File: src/rtl/uart_tx_fifo.sv
// UART transmitter with a small transmit FIFO and an integrated baud divider.
// Frames stream back-to-back while the FIFO holds data; tx comes straight from a flop.
module uart_tx_fifo #(
  parameter int DIVIDE    = 16,
  parameter int DATA_BITS = 8,
  parameter int PARITY    = 0,
  parameter int STOP_BITS = 1,
  parameter int DEPTH     = 4
) (
  input  logic                   wb_clk,
  input  logic                   wb_rst_n,
  input  logic [DATA_BITS-1:0]   in,
  input  logic                   we,
  output logic                   ready,
  output logic                   empty,
  output logic [$clog2(DEPTH):0] level,
  output logic                   busy,
  output logic                   overflow,
  input  logic                   clr_ovf,
  output logic                   tx
);
  localparam int AW = $clog2(DEPTH);
  localparam int LW = AW + 1;
  localparam int CW = $clog2(DIVIDE);

  if (DIVIDE < 2 || DATA_BITS < 5 || DATA_BITS > 8 || PARITY < 0 || PARITY > 2 ||
      !(STOP_BITS == 1 || STOP_BITS == 2) || DEPTH < 2 || (DEPTH & (DEPTH - 1)) != 0) begin : g_param_err
    $error("uart_tx_fifo: illegal parameter value");
  end

  typedef enum logic [2:0] {S_IDLE, S_START, S_DATA, S_PARITY, S_STOP} state_t;

  logic [DATA_BITS-1:0] mem_q [DEPTH];
  logic [AW-1:0]        wptr_q, rptr_q;
  logic [LW-1:0]        level_q, level_d;
  logic                 ovf_q;
  logic                 push, pop;
  logic [DATA_BITS-1:0] head;

  state_t               state_q, state_d;
  logic [CW-1:0]        cnt_q, cnt_d;
  logic [2:0]           bit_q, bit_d;
  logic [DATA_BITS-1:0] sh_q, sh_d;
  logic                 par_q, par_d;
  logic                 tx_q, tx_d;
  logic                 bit_end, start_frame;

  // ready reflects the pre-edge level, so a full FIFO drops a write even if it pops this edge
  assign ready    = (level_q != LW'(DEPTH));
  assign empty    = (level_q == '0);
  assign level    = level_q;
  assign overflow = ovf_q;
  assign push     = we && ready;
  assign head     = mem_q[rptr_q];
  assign level_d  = level_q + LW'(push) - LW'(pop);

  always_ff @(posedge wb_clk) begin
    if (push) mem_q[wptr_q] <= in;
  end

  always_ff @(posedge wb_clk or negedge wb_rst_n) begin
    if (!wb_rst_n) begin
      wptr_q  <= '0;
      rptr_q  <= '0;
      level_q <= '0;
      ovf_q   <= 1'b0;
    end else begin
      if (push) wptr_q <= wptr_q + AW'(1);
      if (pop)  rptr_q <= rptr_q + AW'(1);
      level_q <= level_d;
      if (we && !ready) ovf_q <= 1'b1;
      else if (clr_ovf) ovf_q <= 1'b0;
    end
  end

  always_ff @(posedge wb_clk or negedge wb_rst_n) begin
    if (!wb_rst_n) begin
      state_q <= S_IDLE;
      cnt_q   <= '0;
      bit_q   <= '0;
      sh_q    <= '0;
      par_q   <= 1'b0;
      tx_q    <= 1'b1;
    end else begin
      state_q <= state_d;
      cnt_q   <= cnt_d;
      bit_q   <= bit_d;
      sh_q    <= sh_d;
      par_q   <= par_d;
      tx_q    <= tx_d;
    end
  end

  assign bit_end = (cnt_q == CW'(DIVIDE - 1));

  always_comb begin
    state_d     = state_q;
    cnt_d       = cnt_q;
    bit_d       = bit_q;
    sh_d        = sh_q;
    par_d       = par_q;
    tx_d        = tx_q;
    start_frame = 1'b0;
    pop         = 1'b0;
    if (state_q == S_IDLE) begin
      tx_d = 1'b1;
      if (!empty) start_frame = 1'b1;
    end else if (!bit_end) begin
      cnt_d = cnt_q + CW'(1);
    end else begin
      cnt_d = '0;
      case (state_q)
        S_START: begin
          state_d = S_DATA;
          tx_d    = sh_q[0];
          sh_d    = sh_q >> 1;
          bit_d   = '0;
        end
        S_DATA: begin
          if (bit_q == 3'(DATA_BITS - 1)) begin
            bit_d = '0;
            if (PARITY != 0) begin
              state_d = S_PARITY;
              tx_d    = par_q;
            end else begin
              state_d = S_STOP;
              tx_d    = 1'b1;
            end
          end else begin
            bit_d = bit_q + 3'd1;
            tx_d  = sh_q[0];
            sh_d  = sh_q >> 1;
          end
        end
        S_PARITY: begin
          state_d = S_STOP;
          tx_d    = 1'b1;
          bit_d   = '0;
        end
        S_STOP: begin
          if (bit_q == 3'(STOP_BITS - 1)) begin
            if (!empty) start_frame = 1'b1;
            else begin
              state_d = S_IDLE;
              tx_d    = 1'b1;
            end
          end else begin
            bit_d = bit_q + 3'd1;
          end
        end
        default: state_d = S_IDLE;
      endcase
    end
    // Pop and launch the start bit on the same edge; parity is frozen from the popped word
    if (start_frame) begin
      pop     = 1'b1;
      state_d = S_START;
      sh_d    = head;
      par_d   = (PARITY == 1) ? ~(^head) : (^head);
      tx_d    = 1'b0;
      cnt_d   = '0;
      bit_d   = '0;
    end
  end

  always_comb begin
    busy = (state_q != S_IDLE);
    tx   = tx_q;
  end
endmodule
File: config.mk
export PLATFORM = sky130hd
export DESIGN_NAME = uart_tx_fifo
export DESIGN_NICKNAME = d
export VERILOG_FILES = /design/src/rtl/uart_tx_fifo.sv
export SDC_FILE = /design/constraint.sdc
export NUM_CORES = 1
export LEC_CHECK = 0
export CAP_MARGIN = 20
export CELL_PAD_IN_SITES_DETAIL_PLACEMENT = 0
export CELL_PAD_IN_SITES_GLOBAL_PLACEMENT = 1
export CORE_ASPECT_RATIO = 0.6
export CORE_UTILIZATION = 55
export DETAILED_ROUTE_END_ITERATION = 8
export DONT_BUFFER_PORTS = 1
export PLACE_DENSITY = 0.83
export SETUP_SLACK_MARGIN = 0.2
export SLEW_MARGIN = 20
export SYNTH_ARGS = -nofsm -noshare
export SYNTH_HDL_FRONTEND = slang
export SYNTH_SLANG_ARGS = --single-unit
export TNS_END_PERCENT = 1
File: constraint.sdc
create_clock -name wb_clk -period 4.9 [get_ports wb_clk]
set_clock_uncertainty 0.1 [all_clocks]
set_input_delay 0.98 -clock wb_clk [delete_from_list [all_inputs] [get_ports wb_clk]]
set_output_delay 0.98 -clock wb_clk [all_outputs]
set_load 0.005 [all_outputs]
==> impl_metrics.tcl <==
set metrics [dict create \
    hp-class "input port to async pin" \
    via_per_inst 5.788 \
    drt-initial-drc-count 142 \
    routabilityCongestion 0.7633 \
    dp_hpwl_mm 3.341 \
    route.detailed.wl_per_inst_um 17.94 \
    synth_cells 190 \
    synthFlopType "edfxtp_1" \
    fin_area_um2 2932 \
    cts_tree "done" \
    numCtsBuffers 9 \
    startpoint "cnt_q[0]$_DFFE_PN0P_" \
    grt_max_degree 28 \
    fp.dieW_um 91.45 \
    critPathCapture "level[2]$_DFF_PN0_" \
    drive_above_1_share_pct 17.26 \
    initial_core_util_pct 57.54 \
    cts_resized 0 \
    stdcell_count 260 \
    cp_cell_sequence "ha_1 > nand3_1 > o21ai_1 > and2_1 > ha_1 > inv_1 > ha_1 > inv_1 > fa_1 > xnor2_1 > xnor2_1" \
    grt_pass1_vias 1466 \
    vdd.ir_drop.worst_mv 0.4214 \
    ys_warn_count 0 \
    worst_slew_pin_slew_ns 0.8190 \
    whs_ns 0.2312 \
    antennaDiodeCount 0 \
    fin_ws_ns 1.249 \
    yosysMostFrequentCell "edfxtp_1" \
    finalNetCount 215 \
    slew_violations 0 \
    dieArea_um2 5090 \
    drt-total-wl_mm 4.664 \
    worstPathRequired_ns 5.01 \
    n_fill_cell 331 \
    post-route-min-period_ns 3.651 \
    p_total_mw 1.879 \
    post-route-period-util_pct 74.51 \
    core_um2 4588 \
    synth_edf_count 32 \
    synth.distinct_cells 42 \
    reg2reg_from "cnt_q[0]$_DFFE_PN0P_" \
    grtUsageTotal_pct 20.31 \
    drtPass1Iterations 4 \
    max_stage_delay_ns 0.74 \
    postCtsSetupBuffers 0 \
    dp_slack_ns 1.204 \
    clockBufferDepth 2 \
    finalSetupTns_ns 0 \
    cts_root_buf "clkbuf_8" \
    crit_path_start_kind "flip-flop" \
    power_leakage_nw 1.193 \
    io_pins 20 \
    r2r_slack_ns 1.25 \
    crit_path_end_kind "flip-flop" \
    cp.arrival_ns 3.77 \
    die_h_um 55.67 \
    crit_path_top_delay_cell "o21ai_1" \
    achievable-frequency_mhz 273.9 \
    drc_errors 0 \
    cts.sinks 59 \
    syn_nets 213 \
    synthArstFlopShare_pct 45.76 \
    setup_viol 0 \
    h-tree-depth 3 \
    final_hold_viol_count 0 \
    antenna_found_initial 0 \
    path_class "flip-flop to flip-flop" \
    outcome "finished clean" \
    syn_to_final_growth_pct 11.04 \
    synth_top_area_cell "edfxtp_1" \
    synth_common_cells "32 x edfxtp_1, 26 x dfrtp_1, 12 x inv_1" \
    rsz0062_at_grt "no" \
    avgSynthCellArea_um2 13.89 \
    crit_top_cell "ha_1" \
    grt_overflow 0 \
    post-route-util_pct 63.89 \
    cap_violations 0 \
    clkSlewWorstSetupHoldPaths_ns 0.07 \
    dpl.cell_count 244 \
    holdBufCountCts 0 \
    yosys-top-cells-area "edfxtp_1 36%, dfrtp_1 25%, mux4_2 6.8%" \
    synth-seq-cells 59 \
    slew_headroom_pct 45.03 \
    placed_cell_area_um2 2679 \
    p_per_area_nw_per_um2 641.0 \
    cp_max_fo 12 \
    register_area_um2 1638 \
    antenna_left 0 \
    rows 19 \
    multi_input_area_um2 918.4 \
    r2r_cells 11 \
    rr_endpoint "level[2]$_DFF_PN0_" \
    synth.cell_area_um2 2640 \
    portBuffers 0 \
    grt_pass1_wl_mm 7.507 \
    vias 1505 \
    clock_latency_ns 0.33 \
    netlist.area_leader.share_pct 36.40 \
    ys_seq_area_share_pct 62.04 \
]
[layout make-up]
class / instances / share of cell area, %
inverters: 13 / 1.665
clock inverters: 7 / 4.225
well taps: 63 / 2.689
multi-input cells: 109 / 31.33
clock buffers: 9 / 4.225
flip-flops and latches: 59 / 55.87
[worst min path at each step]
| stage | startpoint | end | slack (ns) | cells after the start |
|---|---|---|---|---|
| 4_1_cts | wb_rst_n | cnt_q[3]$_DFFE_PN0P_ | 0.22 | 0 |
| 5_1_grt | wb_rst_n | sh_q[5]$_DFFE_PN0P_ | 0.21 | 0 |
| 3_5_place_dp | cnt_q[3]$_DFFE_PN0P_ | cnt_q[3]$_DFFE_PN0P_ | 0.41 | 1 |
| 2_1_floorplan | cnt_q[3]$_DFFE_PN0P_ | cnt_q[3]$_DFFE_PN0P_ | 0.37 | 1 |
| 6_report | wb_rst_n | cnt_q[3]$_DFFE_PN0P_ | 0.23 | 0 |
| 3_3_place_gp | bit_q[2]$_DFFE_PN0P_ | bit_q[2]$_DFFE_PN0P_ | 0.41 | 1 |
[layer usage]
layer | wire length, um | vias to the layer above | GRT usage [%]
li1 | - | 708 | -
met1 | 2152 | 746 | 27.83
met2 | 2186 | 46 | 29.65
met3 | 290 | 5 | 9.290
met4 | 34 | 0 | 5.215
met5 | 0 | - | 0
[cell usage in the layout (no fill, tap or decap), types with 4 or more instances in the layout]
cell	count
edfxtp_1	32
dfrtp_1	26
inv_1	12
nand3_1	10
ha_1	10
o21ai_1	9
clkbuf_8	9
nand2_1	8
mux4_2	8
mux2i_1	7
nor3_1	6
nor2_1	5
o21ai_0	5
xnor2_1	4
and3_1	4
[registers in the layout, summed over array words and instances (netlist names)]
register / count
sh_q: 8
wptr_q: 2
level: 3
cnt_q: 4
tx: 1
mem_q: 32
rptr_q: 2
state_q: 3
overflow: 1
bit_q: 3
[report_power, final]
| part | internal [mW] | leakage, nW | switching, mW |
|---|---|---|---|
| clock network | 0.342 | 0.120 | 0.200 |
| logic | 0.243 | 0.447 | 0.254 |
| registers | 0.687 | 0.625 | 0.153 |
[cell families (layout without fill, tap and decap cells)]
group           Yosys count  count (layout)  share of synthesized area, %
compound gates           29              29                         7.298
xor+xnor                  6               6                         1.991
fa+ha+maj                11              11                         5.498
buf+inv                  22              29                         3.364
flops                    59              59                         62.04
mux                      19              19                         11.18
simple gates             44              44                         8.626
[critical path, delay by kind of cell (launching register included)]
family / cells / cell delay, ns
compound gates: 1 / 0.74
xor+xnor: 2 / 0.28
fa+ha+maj: 4 / 1.08
buf+inv: 2 / 0.10
flops: 1 / 0.42
simple gates: 2 / 0.80
No activity file was read; power rests on OpenSTA's default activity.
